[src/rtl/dense_pkg.sv]
// Shared defaults, state encoding and address-width helpers for the dense-layer sequencer.
package dense_pkg;

    localparam int DEF_N_IN  = 64;
    localparam int DEF_N_OUT = 16;
    localparam int DEF_DW    = 8;
    localparam int DEF_ACCW  = 32;

    typedef enum logic [2:0] {
        S_IDLE,
        S_MAC,
        S_BIAS,
        S_ACT,
        S_WRITE,
        S_DONE
    } state_t;

    // Width of an address bus for n words; a single-word memory still gets a 1-bit bus.
    function automatic int addr_w(input int n);
        return (n > 1) ? $clog2(n) : 1;
    endfunction

    localparam int DEF_IN_AW = addr_w(DEF_N_IN);
    localparam int DEF_W_AW  = addr_w(DEF_N_IN * DEF_N_OUT);
    localparam int DEF_B_AW  = addr_w(DEF_N_OUT);

endpackage

[src/rtl/dense_mac.sv]
// Registered multiply-accumulate unit: signed DW x DW products and a captured bias
// are added into a wrapping two's-complement accumulator.
module dense_mac #(
    parameter int DW   = 8,
    parameter int AccW = 32
) (
    input  logic            clk,
    input  logic            rst_n,
    input  logic            clr,
    input  logic            mac_en,
    input  logic            bias_cap,
    input  logic            bias_add,
    input  logic [DW-1:0]   a,
    input  logic [DW-1:0]   b,
    input  logic [DW-1:0]   bias,
    output logic [AccW-1:0] acc
);

    logic signed [2*DW-1:0] prod;
    logic signed [DW-1:0]   bias_reg;
    logic [AccW-1:0]        acc_reg;

    assign prod = $signed(a) * $signed(b);
    assign acc  = acc_reg;

    // Sign-extending casts keep negative products/bias correct; the sum wraps freely.
    always_ff @(posedge clk or negedge rst_n) begin
        if (!rst_n) begin
            bias_reg <= '0;
            acc_reg  <= '0;
        end else begin
            if (bias_cap)
                bias_reg <= bias;
            if (clr)
                acc_reg <= '0;
            else if (mac_en)
                acc_reg <= acc_reg + AccW'(prod);
            else if (bias_add)
                acc_reg <= acc_reg + AccW'(bias_reg);
        end
    end

endmodule

[src/rtl/dense_seq.sv]
// Fully connected neuron sequencer: walks input/weight RAMs per neuron, adds bias,
// routes the sum through the sigmoid ALU and hands results out over valid/ready.
module dense_seq import dense_pkg::*; #(
    parameter int N_IN  = DEF_N_IN,
    parameter int N_OUT = DEF_N_OUT,
    parameter int DW    = DEF_DW,
    parameter int AccW  = DEF_ACCW
) (
    input  logic                              clk,
    input  logic                              rst_n,
    input  logic                              start,
    input  logic                              abort,
    output logic                              busy,
    output logic                              done,
    output logic                              rd_en,
    output logic [addr_w(N_IN)-1:0]           in_addr,
    output logic [addr_w(N_IN*N_OUT)-1:0]     w_addr,
    output logic [addr_w(N_OUT)-1:0]          b_addr,
    input  logic [DW-1:0]                     in_data,
    input  logic [DW-1:0]                     w_data,
    input  logic [DW-1:0]                     b_data,
    output logic [AccW-1:0]                   sig_x,
    input  logic [DW-1:0]                     sig_y,
    output logic                              out_valid,
    input  logic                              out_ready,
    output logic [DW-1:0]                     out_data,
    output logic [addr_w(N_OUT)-1:0]          out_idx
);

    localparam int IAW = addr_w(N_IN);
    localparam int WAW = addr_w(N_IN * N_OUT);
    localparam int JW  = addr_w(N_OUT);
    localparam int CW  = $clog2(N_IN + 1);

    localparam logic [CW-1:0] C_LAST = CW'(N_IN);
    localparam logic [JW-1:0] J_LAST = JW'(N_OUT - 1);

    state_t         state_reg, state_next;
    logic [JW-1:0]  j_reg, j_next;
    logic [CW-1:0]  c_reg, c_next;
    logic           out_valid_reg, out_valid_next;
    logic [DW-1:0]  out_data_reg, out_data_next;
    logic [JW-1:0]  out_idx_reg, out_idx_next;
    logic           mac_clr, mac_en, bias_cap, bias_add;

    dense_mac #(.DW(DW), .AccW(AccW)) u_mac (
        .clk      (clk),
        .rst_n    (rst_n),
        .clr      (mac_clr),
        .mac_en   (mac_en),
        .bias_cap (bias_cap),
        .bias_add (bias_add),
        .a        (in_data),
        .b        (w_data),
        .bias     (b_data),
        .acc      (sig_x)
    );

    assign busy      = (state_reg != S_IDLE);
    assign done      = (state_reg == S_DONE);
    assign rd_en     = (state_reg == S_MAC) && (c_reg < C_LAST);
    assign in_addr   = rd_en ? IAW'(c_reg) : '0;
    assign w_addr    = rd_en ? (WAW'(j_reg) * WAW'(N_IN) + WAW'(c_reg)) : '0;
    assign b_addr    = j_reg;
    assign out_valid = out_valid_reg;
    assign out_data  = out_data_reg;
    assign out_idx   = out_idx_reg;

    always_ff @(posedge clk or negedge rst_n) begin
        if (!rst_n) begin
            state_reg     <= S_IDLE;
            j_reg         <= '0;
            c_reg         <= '0;
            out_valid_reg <= 1'b0;
            out_data_reg  <= '0;
            out_idx_reg   <= '0;
        end else begin
            state_reg     <= state_next;
            j_reg         <= j_next;
            c_reg         <= c_next;
            out_valid_reg <= out_valid_next;
            out_data_reg  <= out_data_next;
            out_idx_reg   <= out_idx_next;
        end
    end

    always_comb begin
        state_next     = state_reg;
        j_next         = j_reg;
        c_next         = c_reg;
        out_valid_next = out_valid_reg;
        out_data_next  = out_data_reg;
        out_idx_next   = out_idx_reg;
        mac_clr        = 1'b0;
        mac_en         = 1'b0;
        bias_cap       = 1'b0;
        bias_add       = 1'b0;

        case (state_reg)
            S_IDLE: begin
                if (start) begin
                    state_next = S_MAC;
                    j_next     = '0;
                    c_next     = '0;
                    mac_clr    = 1'b1;
                end
            end
            S_MAC: begin
                // RAM data lags the address by one cycle, so products land at c = 1..N_IN.
                mac_en   = (c_reg != '0);
                bias_cap = (c_reg == CW'(1));
                if (c_reg == C_LAST)
                    state_next = S_BIAS;
                else
                    c_next = c_reg + CW'(1);
            end
            S_BIAS: begin
                bias_add   = 1'b1;
                state_next = S_ACT;
            end
            S_ACT: begin
                out_data_next  = sig_y;
                out_idx_next   = j_reg;
                out_valid_next = 1'b1;
                state_next     = S_WRITE;
            end
            S_WRITE: begin
                if (out_ready) begin
                    out_valid_next = 1'b0;
                    if (j_reg == J_LAST) begin
                        state_next = S_DONE;
                    end else begin
                        state_next = S_MAC;
                        j_next     = j_reg + JW'(1);
                        c_next     = '0;
                        mac_clr    = 1'b1;
                    end
                end
            end
            S_DONE: begin
                state_next = S_IDLE;
            end
            default: begin
                state_next = S_IDLE;
            end
        endcase

        if (abort) begin
            state_next     = S_IDLE;
            out_valid_next = 1'b0;
            j_next         = '0;
            c_next         = '0;
            mac_clr        = 1'b1;
            mac_en         = 1'b0;
            bias_cap       = 1'b0;
            bias_add       = 1'b0;
        end
    end

endmodule

[config.mk]
export PLATFORM = sky130hd
export DESIGN_NAME = dense_seq
export DESIGN_NICKNAME = d
export VERILOG_FILES = /design/src/rtl/dense_pkg.sv /design/src/rtl/dense_mac.sv /design/src/rtl/dense_seq.sv
export SDC_FILE = /design/constraint.sdc
export NUM_CORES = 1
export LEC_CHECK = 0
export ABC_AREA = 1
export ABC_CLOCK_PERIOD_IN_PS = 3350
export BUFFER_PORTS_ARGS = -buffer_cell sky130_fd_sc_hd__buf_2
export CAP_MARGIN = 20
export CORE_MARGIN = 2
export CORE_UTILIZATION = 45
export CTS_BUF_LIST = sky130_fd_sc_hd__clkbuf_4 sky130_fd_sc_hd__clkbuf_8
export DETAILED_ROUTE_END_ITERATION = 16
export PLACE_DENSITY = 0.71
export SLEW_MARGIN = 10
export SYNTH_ARGS = -nofsm -noshare
export SYNTH_HDL_FRONTEND = slang
export SYNTH_SLANG_ARGS = --single-unit
[constraint.sdc]
create_clock -name clk -period 3.35 [get_ports clk]
set_input_delay 0.5025 -clock clk [delete_from_list [all_inputs] [get_ports clk]]
set_output_delay 0.5025 -clock clk [all_outputs]
set_load 0.01 [all_outputs]
Yosys cells after proc, flatten, opt, wreduce, memory -nomap -nowiden
Index checks and enable logic that the tools add are counted.
{"block": "totals", "ff_bits": 67, "input_bits": 37, "wordCells": 76, "out_inout_bits": 68}
{"block": "classes", "n_addsub": 5, "mul": 1, "n_lt_le_gt_ge": 1, "n_mux": 36, "reduce_logical": 12, "eq_ne": 13}
{"op": "32-bit two-way mux", "n": 3}
{"op": "32-bit adder", "n": 2}
{"op": "7-bit two-way mux", "n": 5}
{"op": "7-bit one-hot mux with 3 select lines", "n": 1}
{"op": "8-bit by 8-bit multiplier with 16-bit output", "n": 1}
{"op": "4-bit two-way mux", "n": 4}
{"op": "3-bit two-way mux", "n": 5}
{"op": "3-bit one-hot mux with 5 select lines", "n": 1}
{"op": "1-bit two-way mux", "n": 12}
{"op": "3-bit inequality test (second input constant)", "n": 4}
{"op": "3-bit nonzero test", "n": 4}
{"op": "10-bit by 7-bit adder with 10-bit output", "n": 1}
{"op": "10-bit two-way mux", "n": 1}
{"op": "4-bit one-hot mux with 2 select lines", "n": 1}
{"op": "7-bit by 1-bit adder with 7-bit output (second input constant)", "n": 1}
{"op": "7-bit by 1-bit == test with 1-bit output (second input constant)", "n": 1}
{"op": "7-bit == test (second input constant)", "n": 1}
{"op": "7-bit < comparator (second input constant)", "n": 1}
{"op": "7-bit nonzero test", "n": 1}
{"op": "3-bit by 2-bit == test with 1-bit output (second input constant)", "n": 2}
{"op": "3-bit == test (second input constant)", "n": 2}
{"op": "6-bit two-way mux", "n": 1}
{"op": "5-bit AND reduction", "n": 1}
{"op": "4-bit by 1-bit adder with 4-bit output (second input constant)", "n": 1}
{"op": "10 further kinds", "n": 11}

Logic depth before layout (Yosys ltp)
Gate-level depths: netlist (run 1).
{"block": "depth", "ltp_word": 6, "depth_mapped": 35, "ltp_nobuf": 34}

By module
From an unflattened synthesis (run 1), not the netlist that was laid out.
{"block": "unflattened", "cells_unflattened": 1161, "area_unflattened_um2": 7925.1}
{"module": "dense_mac", "seq_area_each_um2": 1001.0, "cells_per_inst": 947, "area_each_um2": 6302.3, "n_inst": 1}
{"module": "dense_seq", "seq_area_each_um2": 675.6, "cells_per_inst": 214, "area_each_um2": 1622.8, "n_inst": 1}

Worst setup path after synthesis (run 1)
No wires, ideal clock.
{"block": "synth_path", "path_kind": "input port to flip-flop", "start": "input port w_data[2]", "end": "register u_mac.acc_reg[25], in the netlist u_mac.acc[25]", "t_required_ns": 3.229, "n_path_buf": 1, "path_slack_ns": -2.646, "stages": 31, "arrival_ns": 5.875, "setup_time_ns": 0.121, "path_cell_list": "clkbuf_1 nand2_1 inv_1 fa_1 inv_1 fa_1 inv_1 fa_1 inv_1 fa_1 inv_1 ha_1 nand2_1 nor2_1 nand2_1 nor2_1 nor2_1 nand3_1 nand3_1 nand2_2 inv_1 ha_1 nand2_1 nor4_1 nand3_1 nand3_1 nand2_1 nand2_1 nand2_1 nand2_1 o21ai_1"}
{"block": "synth_via", "elab_chain_cells": 4}
{"item": "from (decl)", "line_no": "dense_seq.sv:20", "rtl": "input logic [DW-1:0] w_data,"}
{"item": "8-bit by 8-bit multiplier with 16-bit output", "line_no": "dense_mac.sv:23", "rtl": "assign prod = $signed(a) * $signed(b);"}
{"item": "32-bit adder", "line_no": "dense_mac.sv:37", "rtl": "acc_reg <= acc_reg + AccW'(prod);"}
{"item": "32-bit two-way mux", "line_no": "dense_mac.sv:36", "rtl": "else if (mac_en)"}
{"item": "32-bit two-way mux", "line_no": "dense_mac.sv:34", "rtl": "if (clr)"}
{"item": "to (signal assigned)", "line_no": "dense_mac.sv:37"}
{"item": "to (signal assigned)", "line_no": "dense_mac.sv:39", "rtl": "acc_reg <= acc_reg + AccW'(bias_reg);"}
{"item": "to (decl)", "line_no": "dense_mac.sv:21", "rtl": "logic [AccW-1:0] acc_reg;"}
Every way passes these cells.
A chain may end at the register's enable or synchronous reset.

Worst setup path after layout (run 1)
{"block": "layout_path", "start": "input port w_data[7]", "end": "register u_mac.acc_reg[31], in the netlist u_mac.acc[31]"}
The elaborated chain is that of the path after synthesis.

==> results of run 1 <==
cells in the mapped netlist, types with 3 or more instances:
| master | count | area [sq um] |
|---|---|---|
| mux2_2 | 8 | 90.1 |
| ha_1 | 67 | 838 |
| buf_4 | 10 | 75.1 |
| dfrtp_1 | 67 | 1680 |
| nor3_1 | 8 | 40.0 |
| o21bai_1 | 3 | 22.5 |
| inv_1 | 212 | 796 |
| nor2_1 | 84 | 315 |
| nand3_1 | 35 | 175 |
| nor2_4 | 3 | 33.8 |
| a31oi_1 | 5 | 31.3 |
| clkbuf_1 | 19 | 71.3 |
| nand2_1 | 292 | 1100 |
| xor2_1 | 9 | 78.8 |
| inv_2 | 4 | 15.0 |
| nand4_1 | 9 | 56.3 |
| o21ai_1 | 12 | 60.1 |
| fa_1 | 56 | 1120 |
| inv_4 | 3 | 18.8 |
| a21oi_1 | 63 | 315 |
| o21a_1 | 5 | 37.5 |
| xnor2_1 | 10 | 87.6 |
| nand2_2 | 3 | 18.8 |
| a21o_1 | 8 | 60.1 |
| o21ai_0 | 56 | 280 |
cells by family after synthesis:
kind of cell             after synthesis  share of synthesized area
flip-flops                            67                      0.217
multiplexers                           8                     0.0117
XOR/XNOR                              19                     0.0216
buffers and inverters                253                      0.131
AND/OR/NAND/NOR                      448                      0.242
adder cells (fa/ha/maj)              123                      0.254
AO/OA/AOI/OAI                        166                      0.122
where the power goes:
group / internal (uW) / total (uW) / switching (uW) / leakage, uW
Sequential: 1000 / 1160 / 161 / 0.000899
Combinational: 3200 / 6670 / 3470 / 0.00492
Clock: 358 / 745 / 387 / 0.000103
through the flow:
stage	util	total power, uW	cell area (sq um)	TNS (ns)	instances
after floorplan	-	4880	8360	-50.65	1084
after CTS	0.651	8180	10800	-46.58	1554
final	0.670	8580	11100	-47.99	1567
after detailed placement	0.596	6760	9910	-61.55	1517
after global placement	0.596	6620	9910	-59.46	1517
after global routing	0.670	9330	11100	-55.62	1567
worst paths after layout:
check                             from       endpoint  slack [ns]  depth (start not counted)
max in group asynchronous        rst_n  u_mac.acc[31]        2.75                          2
setup reg to reg              c_reg[1]  u_mac.acc[31]       -0.09                         20
setup / recovery             w_data[7]  u_mac.acc[31]       -2.12                         31
hold reg to reg            out_data[6]    out_data[6]        0.47                          2
min in group clk              sig_y[3]    out_data[3]        0.33                          3
hold / removal                   rst_n  u_mac.acc[28]        0.14                          2
cell type report:
type / count / area share
clock buffers: 9 / 0.0111
clock inverters: 7 / 0.00752
inverters: 220 / 0.0757
multi-input cells: 764 / 0.544
flip-flops and latches: 67 / 0.150
well taps: 220 / 0.0247
repair buffers: 280 / 0.186
repair_timing:
action                     CTS  global route
gates cloned                 0             0
setup endpoints to repair   28            28
setup buffers               21            17
pin swaps                   65            40
gates resized for setup    170            61
per-layer routing:
metal | track usage | up-vias | routed length (microns)
met5 | 0 | - | 0
met4 | 0.0456 | 0 | 377
met3 | 0.0469 | 31 | 1520
met2 | 0.414 | 271 | 10400
met1 | 0.330 | 3669 | 9730
li1 | - | 3889 | -
==> impl_metrics.ini, run 1 <==
[final_layout]
final_common_cell = nand2_1
antenna_cells = 0
final_cell_mix = nand2_1, inv_1, buf_4
multi_input_area_sq_um = 6060
largest_register_ff_count = 32
register_area_sq_um = 1680
areaGrowthSynthToFinish_pct = 44.5
fin_nets = 1502
fillers = 1304
drive_gt1_frac = 0.394

[logic_synthesis]
async_flop_share = 1.00
synth_nets = 1244
syn_inst = 1084
synth_cell_types = 51
yosysWarnings = 0
synth_top_flop_cell = dfrtp_1
synth_seq_area_share = 0.217
synth_enable_flop_cells = 0
synth.avg_cell_area_sq_um = 7.12
ys_ff_latch = 67
syn_area_sq_um = 7710

[power_and_ir_drop]
vdd_drop_max_uv = 445
p_leak_uw = 0.00592
p_per_area_nw_per_um2 = 769

[cts]
clockBufferDepth = 2
hold_buffers = 0
cts_tree = yes
clk_pin_slew_ns = 0.09
root_buffer = clkbuf_8
clock_sinks = 67
htreeDepth = 3
numCtsBuffers = 9
clock_latency_ns = 0.37

[sta]
period_needed_ns = 5.47
worst_pin_slew_ns = 0.605
relSlewSlack = 0.592
fin_ws_ns = -2.12
finalSetupViolCount = 27
timing.final.max_slew_violations = 0
period_share = 1.63
rsz0062_at_grt = yes
hold_violations = 0
hold_slack_ns = 0.142
fmax_mhz = 183
skew_ns = 0.0111

[floorplanning]
num_rows = 47
dieHeight_microns = 135
core_area_sq_um = 16600
start_util = 0.463
io-pin-count = 105
die_w_microns = 135
die_area_sq_um = 18200

[global_routing]
grt_max_degree = 42
grt-ovfl-total = 0
antenna_found_initial = 0
grt_pass1_vias = 7790
grt_pass1_wl_microns = 36200
grt_usage = 0.245

[run]
cap_violations = 0

[setup_path]
critPathTopFamily = adder cells
critPathBufInv = 8
critPathLaunchType = input port
crit_required_ns = 3.60
critPathKind = in2reg
critPathMaxFanout = 17
crit_slowest_cell = fa_1
max_stage_delay_ns = 0.55
cp-end-kind = register
worst_ep_arrival_time_ns = 5.72

[placement]
port_buffers = 104
gp_congestion = 0.910
pre_cts_ws_ns = -2.65
dp_hpwl_microns = 16500

[drt]
first_pass_iters = 5
antenna_left = 0
routed-via-count = 7860
post_drt_wl_per_cell_microns = 14.0
drtIter0Drc = 483
drt_wl_total_microns = 22000
drc = 0
via_per_inst = 5.02

[status]
violations = setup timing
status = finished with violations

[hold_path]
hold_class = in2async
Power figures use the tool's default switching activity.
==> run 2, diff against run 1 <==
Settings changed: SKIP_CTS_REPAIR_TIMING set to 1.
==> run 2 against run 1 <==
Against the previous run:
- the run still ends with setup timing left
- worst setup slack lost 0.047 ns
- register-to-register slack about the same
- count of clock-buffer cells in the layout is the same
- total power is 1.7% higher
- design area barely moved
- sequential power hardly changed
- critical endpoint is now u_mac.acc[25]
- largest cell class unchanged
==> impl_metrics.ini, run 2 (synthesis gave the netlist of run 1 again) <==
[status]
status = finished with violations
violations = setup timing

[power_and_ir_drop]
p_leak_uw = 0.00592
p_per_area_nw_per_um2 = 783
vdd_drop_max_uv = 491

[cts]
clock_latency_ns = 0.36
cts_tree = yes
clock_sinks = 67
htreeDepth = 3
clk_pin_slew_ns = 0.09
root_buffer = clkbuf_8
numCtsBuffers = 9
clockBufferDepth = 2

[setup_path]
crit_required_ns = 3.61
worst_ep_arrival_time_ns = 5.77
cp_common_cell = nand2_2
critPathKind = in2reg
critPathLaunchType = input port
critPathBufInv = 8
cp-end-kind = register
critPathMaxFanout = 8
max_stage_delay_ns = 0.54
crit_slowest_cell = fa_1
critPathTopFamily = adder cells

[floorplanning]
dieHeight_microns = 135
io-pin-count = 105
start_util = 0.463
core_area_sq_um = 16600
num_rows = 47
die_area_sq_um = 18200
die_w_microns = 135

[global_routing]
antenna_found_initial = 0
grt_usage = 0.234
grt-ovfl-total = 0
grt_pass1_wl_microns = 34600
grt_pass1_vias = 7480
grt_max_degree = 42

[drt]
drtIter0Drc = 464
via_per_inst = 5.00
antenna_left = 0
first_pass_iters = 5
routed-via-count = 7782
drt_wl_total_microns = 21900
post_drt_wl_per_cell_microns = 14.1
drc = 0

[sta]
timing.final.max_slew_violations = 0
worst_pin_slew_ns = 0.609
fmax_mhz = 181
skew_ns = 0.0127
finalSetupViolCount = 27
hold_violations = 0
rsz0062_at_grt = yes
period_share = 1.65
relSlewSlack = 0.589
period_needed_ns = 5.52
fin_ws_ns = -2.17

[placement]
port_buffers = 104
place_area_sq_um = 9910
dp_hpwl_microns = 16500
pre_cts_ws_ns = -2.65
gp_congestion = 0.910

[final_layout]
register_area_sq_um = 1680
areaGrowthSynthToFinish_pct = 44.4
final_cell_mix = nand2_1, inv_1, buf_4
largest_register_ff_count = 32
final_common_cell = nand2_1
antenna_cells = 0
utilization = 0.669
final_area_sq_um = 11100
fillers = 1321
fin_nets = 1492
multi_input_area_sq_um = 6180
drive_gt1_frac = 0.403

[run]
cap_violations = 0

[hold_path]
hold_class = in2async
-- run 2: changes by cell type in the layout (fill, tap and decap cells not counted), moves of 6 or more --
| cell | previous run | this run |
|---|---|---|
| buf_6 | 43 | 26 |
| nand2_1 | 253 | 238 |
| nand2_2 | 36 | 45 |
| nor2_4 | 8 | 16 |
| a21oi_2 | 32 | 26 |
| nand2_4 | 6 | 12 |
| nor2_2 | 16 | 10 |
-- run 2: metrics by stage --
step | total power, uW | hold slack [ns] | std cells | TNS, ns
after CTS | 7530 | 0.159 | 1533 | -51.15
after global routing | 9490 | 0.178 | 1557 | -55.18
final | 8720 | 0.146 | 1557 | -48.82
after global placement | 6620 | 0.450 | 1517 | -59.46
after floorplan | 4880 | 0.207 | 1084 | -50.65
after detailed placement | 6760 | 0.454 | 1517 | -61.55
-- run 2: power by group --
part / leakage (uW) / total (uW) / switching [uW] / internal, uW
registers: 0.000899 / 1160 / 161 / 1000
logic: 0.00492 / 6820 / 3590 / 3230
clock network: 0.000103 / 742 / 384 / 358
-- run 2: path summary, 6_finish.rpt --
path,start,end,slack [ns],depth (start not counted)
worst max-delay path,w_data[7],u_mac.acc[25],-2.17,33
worst min-delay path,rst_n,u_mac.acc[30],0.15,2
worst max register to register,c_reg[1],u_mac.acc[25],-0.10,19
worst min register to register,out_data[6],out_data[6],0.47,2
max in group asynchronous,rst_n,u_mac.acc[31],2.75,2
min in group clk,sig_y[3],out_data[3],0.33,3
-- run 2: area by class of cell --
cell class / instances / area share
clock buffer: 9 / 0.0111
sequential: 67 / 0.151
multi-input combinational: 764 / 0.555
tap: 220 / 0.0247
clock inverter: 7 / 0.00753
inverter: 220 / 0.0757
timing repair buffer: 270 / 0.175
-- run 2: layer usage --
metal | vias to the layer above | GRT usage | wire [microns]
li1 | 3867 | - | -
met1 | 3659 | 0.323 | 9660
met2 | 227 | 0.387 | 10500
met3 | 29 | 0.0473 | 1420
met4 | 0 | 0.0404 | 301
met5 | - | 0 | 0
-- run 2: worst reg2reg max path: stages (launching register included) --
cell        delay, ns
dfrtp_1          0.39
inv_1            0.07
ha_1             0.16
nand3_2          0.11
o21ai_4          0.33
inv_4            0.04
or2_1            0.32
nand2_2          0.15
clkinvlp_4       0.20
clkbuf_16        0.24
ha_4             0.33
nand2_4          0.08
nor4_4           0.34
nand3_1          0.17
nand3_2          0.13
nand2_1          0.07
nand2_2          0.07
nand2_2          0.04
nand2_1          0.05
o21ai_1          0.05
==> run 3, diff against run 2 <==
Settings changed: ABC_CLOCK_PERIOD_IN_PS 3350 to 4870.
Clock period 3.35 ns to 4.87 ns, I/O delays scaled along.
==> run 3 against run 2 <==
Against the previous run:
- count of clock-buffer cells in the layout increased by 1
- sequential share of layout area up 0.42 points
- the run still ends with setup timing left
- register-to-register slack improved by 1.2 ns
- clock power is 40% lower
- sequential cell count unchanged
- total power fell by 33%
- first-iteration DRC count shrank 1.7%
- cell count down 1.2%
- die area is the same
- non-clock buffer count shrank 18
- critical path depth is 2 higher
- routed wire length down 4.3%
==> impl_metrics.ini, run 3 (synthesis gave the netlist of run 1 again) <==
[setup_path]
cp-end-kind = register
crit_required_ns = 5.12
crit_slowest_cell = fa_1
worst_ep_arrival_time_ns = 6.03
max_stage_delay_ns = 0.51
critPathMaxFanout = 5
critPathTopFamily = adder cells
critPathBufInv = 7
critPathLaunchType = input port
critPathKind = in2reg

[final_layout]
drive_gt1_frac = 0.381
areaGrowthSynthToFinish_pct = 40.5
final_area_sq_um = 10800
fillers = 1304
final_common_cell = nand2_1
fin_nets = 1474
register_area_sq_um = 1680
multi_input_area_sq_um = 6140
largest_register_ff_count = 32
final_cell_mix = nand2_1, inv_1, buf_4
antenna_cells = 0

[drt]
antenna_left = 0
post_drt_wl_per_cell_microns = 13.6
drt_wl_total_microns = 21000
drc = 0
drtIter0Drc = 456
routed-via-count = 7738
via_per_inst = 5.03
first_pass_iters = 5

[placement]
place_area_sq_um = 9690
dp_hpwl_microns = 15700
port_buffers = 104
gp_congestion = 0.908

[power_and_ir_drop]
p_leak_uw = 0.00584
combPwrFrac = 0.788
p_clk_frac = 0.076
intPower_uw = 3040
vdd_drop_max_uv = 295
netSwitchingFraction = 0.481
p_switching_uw = 2810
p_per_area_nw_per_um2 = 539
power_frac_seq = 0.136
finalPower_uw = 5850

[floorplanning]
core_area_sq_um = 16600
die_w_microns = 135
num_rows = 47
dieHeight_microns = 135
die_area_sq_um = 18200
io-pin-count = 105
start_util = 0.463

[sta]
timing.final.max_slew_violations = 0
hold_violations = 0
fin_ws_ns = -0.907
fin_tns_setup_ns = -16.66
skew_ns = 0.00849
relSlewSlack = 0.469
period_share = 1.19
worst_pin_slew_ns = 0.797
fmax_mhz = 173
rsz0062_at_grt = yes
period_needed_ns = 5.78
finalSetupViolCount = 23

[global_routing]
grt_pass1_wl_microns = 33000
grt-ovfl-total = 0
use_met2 = 0.355
antenna_found_initial = 0
top_usage_layer = met2
grt_pass1_vias = 7187
grtUsageMet3 = 0.0462
grt_util_met1 = 0.316
grt_max_degree = 37
grt_usage = 0.223

[cts]
clk_pin_slew_ns = 0.08
clockBufferDepth = 2
cts_tree = yes
clock_latency_ns = 0.37
numCtsBuffers = 9
clock_sinks = 67
htreeDepth = 3
root_buffer = clkbuf_8

[run]
cap_violations = 0

[hold_path]
hold_class = in2async

[status]
violations = setup timing
status = finished with violations
-- run 3: layout make-up --
class | instances | share of cell area
clock buffer | 10 | 0.0127
clock inverter | 6 | 0.00381
inverter | 220 | 0.0778
multi-input combinational | 764 | 0.566
sequential | 67 | 0.155
tap | 220 | 0.0254
timing repair buffer | 252 | 0.159
-- run 3: metrics by stage --
| stage | hold WS [ns] | setup slack (ns) | utilization | cells |
|---|---|---|---|---|
| after floorplan | 0.435 | -1.14 | - | 1084 |
| after global placement | 0.451 | -1.25 | 0.582 | 1498 |
| after detailed placement | 0.454 | -1.29 | 0.582 | 1498 |
| after CTS | 0.465 | -0.918 | 0.593 | 1514 |
| after global routing | 0.504 | -1.22 | 0.651 | 1539 |
| final | 0.438 | -0.907 | 0.651 | 1539 |
-- run 3: path summary, 6_finish.rpt --
check                       startpoint             to  slack (ns)  depth (start not counted)
max                          w_data[7]  u_mac.acc[23]       -0.91                         35
min                              rst_n  u_mac.acc[28]        0.44                          1
max reg2reg                   c_reg[0]  u_mac.acc[30]        1.12                         19
min reg2reg                out_data[5]    out_data[5]        0.47                          2
max in group asynchronous        rst_n      b_addr[2]        3.45                          2
min in group clk           out_data[5]    out_data[5]        0.47                          2
-- run 3: per-layer routing --
metal | vias to the layer above | share of wire
li1 | 3846 | -
met1 | 3642 | 0.45
met2 | 215 | 0.47
met3 | 35 | 0.061
met4 | 0 | 0.019
met5 | - | 0
-- run 3: power by group through the flow --
stage / sequential, uW / clock, uW / combinational, uW
after floorplan: 827 / 0 / 2470
after global placement: 798 / 0 / 3630
after detailed placement: 800 / 0 / 3700
after CTS: 791 / 451 / 3720
after global routing: 814 / 473 / 5080
final: 795 / 442 / 4610
